File: config.mk
export PLATFORM = sky130hd
export DESIGN_NAME = game_judge
export DESIGN_NICKNAME = d
export VERILOG_FILES = /design/src/rtl/game_judge.sv
export SDC_FILE = /design/constraint.sdc
export NUM_CORES = 1
export LEC_CHECK = 0
export ABC_CLOCK_PERIOD_IN_PS = 4170
export BUFFER_PORTS_ARGS = -buffer_cell sky130_fd_sc_hd__buf_2
export CAP_MARGIN = 20
export CELL_PAD_IN_SITES_DETAIL_PLACEMENT = 0
export CELL_PAD_IN_SITES_GLOBAL_PLACEMENT = 1
export CORE_MARGIN = 2
export CORE_UTILIZATION = 45
export DETAILED_ROUTE_END_ITERATION = 7
export GPL_TIMING_DRIVEN = 1
export PLACE_DENSITY_LB_ADDON = 0.1
export SYNTH_ARGS = -nofsm -noshare
export SYNTH_HDL_FRONTEND = slang
export SYNTH_SLANG_ARGS = --single-unit
File: constraint.sdc
create_clock -name ph1 -period 4.17 [get_ports ph1]
set_input_delay 0.417 -clock ph1 [delete_from_list [all_inputs] [get_ports ph1]]
set_output_delay 0.417 -clock ph1 [all_outputs]
set_load 0.05 [all_outputs]
File: src/rtl/game_judge.sv
// game_judge: walks the eight tic-tac-toe lines over a 1-cycle-latency board
// read port and reports win/draw status.
module game_judge #(
  parameter int ADDR_W = 4,
  parameter int CELL_W = 2
) (
  input  logic              ph1,
  input  logic              reset,
  input  logic              start,
  input  logic              clear,
  input  logic [CELL_W-1:0] rdData,
  output logic [ADDR_W-1:0] rdAddr,
  output logic              busy,
  output logic              done,
  output logic              gameIsDone,
  output logic [1:0]        winner
);
  typedef enum logic [1:0] {IDLE, SCAN, DONE} state_t;
  // read k lives at index k; three consecutive reads form one line
  localparam logic [23:0][ADDR_W-1:0] SEQ = {
    4'd6, 4'd4, 4'd2, 4'd8, 4'd4, 4'd0, 4'd8, 4'd5, 4'd2, 4'd7, 4'd4, 4'd1,
    4'd6, 4'd3, 4'd0, 4'd8, 4'd7, 4'd6, 4'd5, 4'd4, 4'd3, 4'd2, 4'd1, 4'd0};
  state_t            state_q, state_d;
  logic [4:0]        idx_q, idx_d;
  logic [1:0]        pos_q, pos_d;
  logic [CELL_W-1:0] c0_q, c0_d, c1_q, c1_d;
  logic              empty_q, empty_d, gd_q, gd_d;
  logic [1:0]        win_q, win_d;
  logic              cap, line_win;
  assign cap        = (state_q == SCAN) && (idx_q != 5'd0);
  assign line_win   = (c0_q == c1_q) && (c1_q == rdData) && rdData[1];
  assign rdAddr     = (state_q == SCAN && idx_q < 5'd24) ? SEQ[idx_q] : '0;
  assign busy       = state_q == SCAN;
  assign done       = state_q == DONE;
  assign gameIsDone = gd_q;
  assign winner     = win_q;
  always_comb begin
    state_d = state_q;
    idx_d   = idx_q;
    pos_d   = pos_q;
    c0_d    = c0_q;
    c1_d    = c1_q;
    empty_d = empty_q;
    gd_d    = gd_q;
    win_d   = win_q;
    case (state_q)
      IDLE: if (start) begin
        state_d = SCAN;
        idx_d   = '0;
        pos_d   = '0;
        empty_d = 1'b0;
        gd_d    = 1'b0;
        win_d   = 2'b00;
      end
      SCAN: begin
        idx_d = idx_q + 5'd1;
        if (cap) begin
          empty_d = empty_q | ~rdData[1];
          pos_d   = (pos_q == 2'd2) ? 2'd0 : pos_q + 2'd1;
          c0_d    = (pos_q == 2'd0) ? rdData : c0_q;
          c1_d    = (pos_q == 2'd1) ? rdData : c1_q;
          if (pos_q == 2'd2 && line_win) begin
            state_d = DONE;
            gd_d    = 1'b1;
            win_d   = rdData[1:0];
          end else if (pos_q == 2'd2 && idx_q == 5'd24) begin
            state_d = DONE;
            gd_d    = ~empty_d;
            win_d   = empty_d ? 2'b00 : 2'b01;
          end
        end
      end
      default: state_d = IDLE;
    endcase
    if (clear) begin
      state_d = IDLE;
      gd_d    = 1'b0;
      win_d   = 2'b00;
    end
  end
  always_ff @(posedge ph1 or posedge reset) begin
    if (reset) begin
      state_q <= IDLE;
      idx_q   <= '0;
      pos_q   <= '0;
      c0_q    <= '0;
      c1_q    <= '0;
      empty_q <= 1'b0;
      gd_q    <= 1'b0;
      win_q   <= 2'b00;
    end else begin
      state_q <= state_d;
      idx_q   <= idx_d;
      pos_q   <= pos_d;
      c0_q    <= c0_d;
      c1_q    <= c1_d;
      empty_q <= empty_d;
      gd_q    <= gd_d;
      win_q   <= win_d;
    end
  end
endmodule

==> flow_summary.ini <==
[clock_tree]
clockBufferDepth = 2
worstSkewPairLatency_ps = 290
htree_levels = 1
cts.sinks = 17
cts_setup_buffers = 0
clock-root-buffer = clkbuf_4
path_clk_slew_ps = 110
hold_buffers = 0
cts_tree = built
cts_resized = 0
cts_made_buffers = 3

[worst_setup_path]
critPathArrivalTime_ps = 1960
cp-end-kind = output port
critPathMaxFanout = 7
setup.worst_path.class = register to output port
crit_chain = inv_1, ha_1, nor2b_1, o21ai_0, a221oi_1, buf_2
cpPeakStageDelay_ps = 460
cp-start-kind = register
slowest_stage = dfrtp_1
critPathBufInv = 2
worstPathRequired_ps = 3750
cpLargestDelayFamily = flip-flops

[place]
globalplace.congestion = 0.878
hpwl_um = 1630
placed_cell_area_um2 = 1120
port_buffers = 14

[sta]
hold_viol = 0
tns_ps = 0
rsz0062_at_grt = false
fin_crit_ps = 2380
tightest_slew_ps = 663
fmax_ghz = 0.421
slew_headroom_pct = 55.8
min_period_over_period_pct = 57.0
setup_viol = 0
drv_slew = 0
finClkSkew_ps = 7.86

[synthesis]
synth.distinct_cells = 38
netlist.area_leader.share_pct = 40.8
yosys.area.top_type = dfrtp_1
yosysSeqAreaShare_pct = 40.8
synthCells = 114
ys_ff_latch = 17
ys.warnings.count = 0
syn_avg_cell_area_um2 = 9.15
synth_area_um2 = 1040
syn_nets = 124
netlist_top_cells_area = dfrtp_1 (41%), ha_1 (4.8%), mux2_1 (4.3%)

[final_layout]
final_common_cell = dfrtp_1
layout-drive-gt1-share_pct = 18.8
areaGrowthSynthToFinish_pct = 10.4
num_antenna_cells = 0
n_fill_cell = 218
multiInputGateArea_um2 = 553
layout_common_cells = dfrtp_1 (17), buf_2 (14), inv_1 (10), nor2_1 (8), nand2_1 (8)
final_cell_area_um2 = 1150
register_area_um2 = 425
fin_nets = 139

[routing]
vias = 880
detail-route-antenna-nets = 0
drc = 0
drt_wl_total_um = 2190
post_drt_wl_per_cell_um = 14.0
drtIter0Drc = 29
drtPass1Iterations = 4
viasPerCell = 5.64

[hold_path]
holdCritPathClass = input pin to asynchronous set/reset pin

[grt]
grt_remaining_overflow = 0
first_global_vias = 840
grt_max_degree = 18
antenna_found_initial = 0
grt_use_total_pct = 18.5
grt_pass1_wl_um = 3730

[pwr]
p_per_area_nw_per_um2 = 385
ir_worst_vdd_v = 0.000191
leakage_nw = 0.580

[floorplanning]
io_pins = 15
core_um2 = 2210
initial_utilization_pct = 47.2
die_w_um = 52.2
die_y_um = 52.2
die_area_um2 = 2720
num_rows = 17

[flow_run]
maxCapViolCount = 0

[status]
outcome = finished, final reports clean
## cell usage after synthesis
cell type  number
and3b_1         1
or3b_2          1
inv_1          10
o211ai_1        1
o22ai_1         5
buf_6           1
o21bai_1        1
nand4_1         2
and3_1          3
a32o_1          1
inv_2           1
nand3_1         4
o211a_1         2
a21oi_1         7
o21ai_0         7
nor3b_2         1
nor3_2          1
clkbuf_1        2
or3b_1          1
nand2_1         8
nand2_4         1
mux2_1          4
nor3_1          2
a31oi_1         2
o21ai_1         1
dfrtp_1        17
o2bb2ai_1       1
or4b_4          1
nand2b_1        2
ha_1            4
a21o_1          1
a31o_1          2
a221oi_1        1
buf_2           1
nor2_1          8
nor2b_1         4
o2111ai_1       1
mux2i_1         1
## logic make-up (layout without fill, tap and decap cells)
kind of cell	Yosys count	after routing	share of synthesized area, %
mux	5	5	5.28
compound gates	33	33	20.6
fa+ha+maj	4	4	4.80
buf+inv	15	29	6.23
simple gates	40	40	22.3
flops	17	17	40.8
## routing by layer
layer / vias to the layer above / share of wire [%] / global-route usage [%]
met2: 22 / 45 / 27.6
li1: 441 / - / -
met3: 2 / 3.9 / 3.45
met5: - / 0 / 0
met1: 415 / 50 / 26.8
met4: 0 / 0.73 / 6.41
## path summary, 6_finish.rpt
kind,start,endpoint,slack (ps),cells past startpoint
min in group ph1,clear,state_q[0]$_DFFE_PP0P_,310,2
max in group asynchronous,reset,idx_q[3]$_DFFE_PP0P_,3540,2
worst max-delay path,idx_q[0]$_DFFE_PP0P_,rdAddr[0],1800,6
worst max register to register,idx_q[0]$_DFFE_PP0P_,c1_q[1]$_DFFE_PP0P_,2250,6
worst min-delay path,reset,winner[0]$_DFFE_PP0P_,200,2
worst min register to register,c1_q[1]$_DFFE_PP0P_,c1_q[1]$_DFFE_PP0P_,500,1
## per-stage QoR
stage               std cells  utilization (%)  hold slack [ps]  power [mW]  setup WS (ps)
floorplan                 114                -              343       0.325           1550
global placement          152             50.8              460       0.350           2180
detailed placement        152             50.8              478       0.356           2120
CTS                       156             52.1              210       0.446           1780
global route              156             52.1              247       0.476           1640
finish                    156             52.1              196       0.443           1800
## worst reg2reg max path: cells and delay by family (launching register included)
family,cells,cell delay [ps]
flops,1,460
buf+inv,1,130
fa+ha+maj,1,220
simple gates,3,700
mux,1,310
## where the power goes
part	leakage, nW	internal (mW)	total (mW)	switching [mW]
combinational	0.339	0.0544	0.126	0.0716
sequential	0.224	0.196	0.226	0.0297
clock	0.0177	0.0356	0.0910	0.0554
total	0.580	0.286	0.443	0.157
## flip-flops by register name, indices dropped and copies added (netlist names)
register    cells
idx_q           5
empty_q         1
state_q         2
c0_q            2
c1_q            2
winner          2
pos_q           2
gameIsDone      1
## layout make-up
cell class / count / area share (%)
repair buffers: 14 / 6.08
inverters: 11 / 3.58
clock inverters: 1 / 0.434
multi-input cells: 82 / 48.0
clock buffers: 3 / 1.95
well taps: 28 / 3.04
flip-flops and latches: 17 / 36.9
Note: power is estimated with default switching activity, not from simulation.
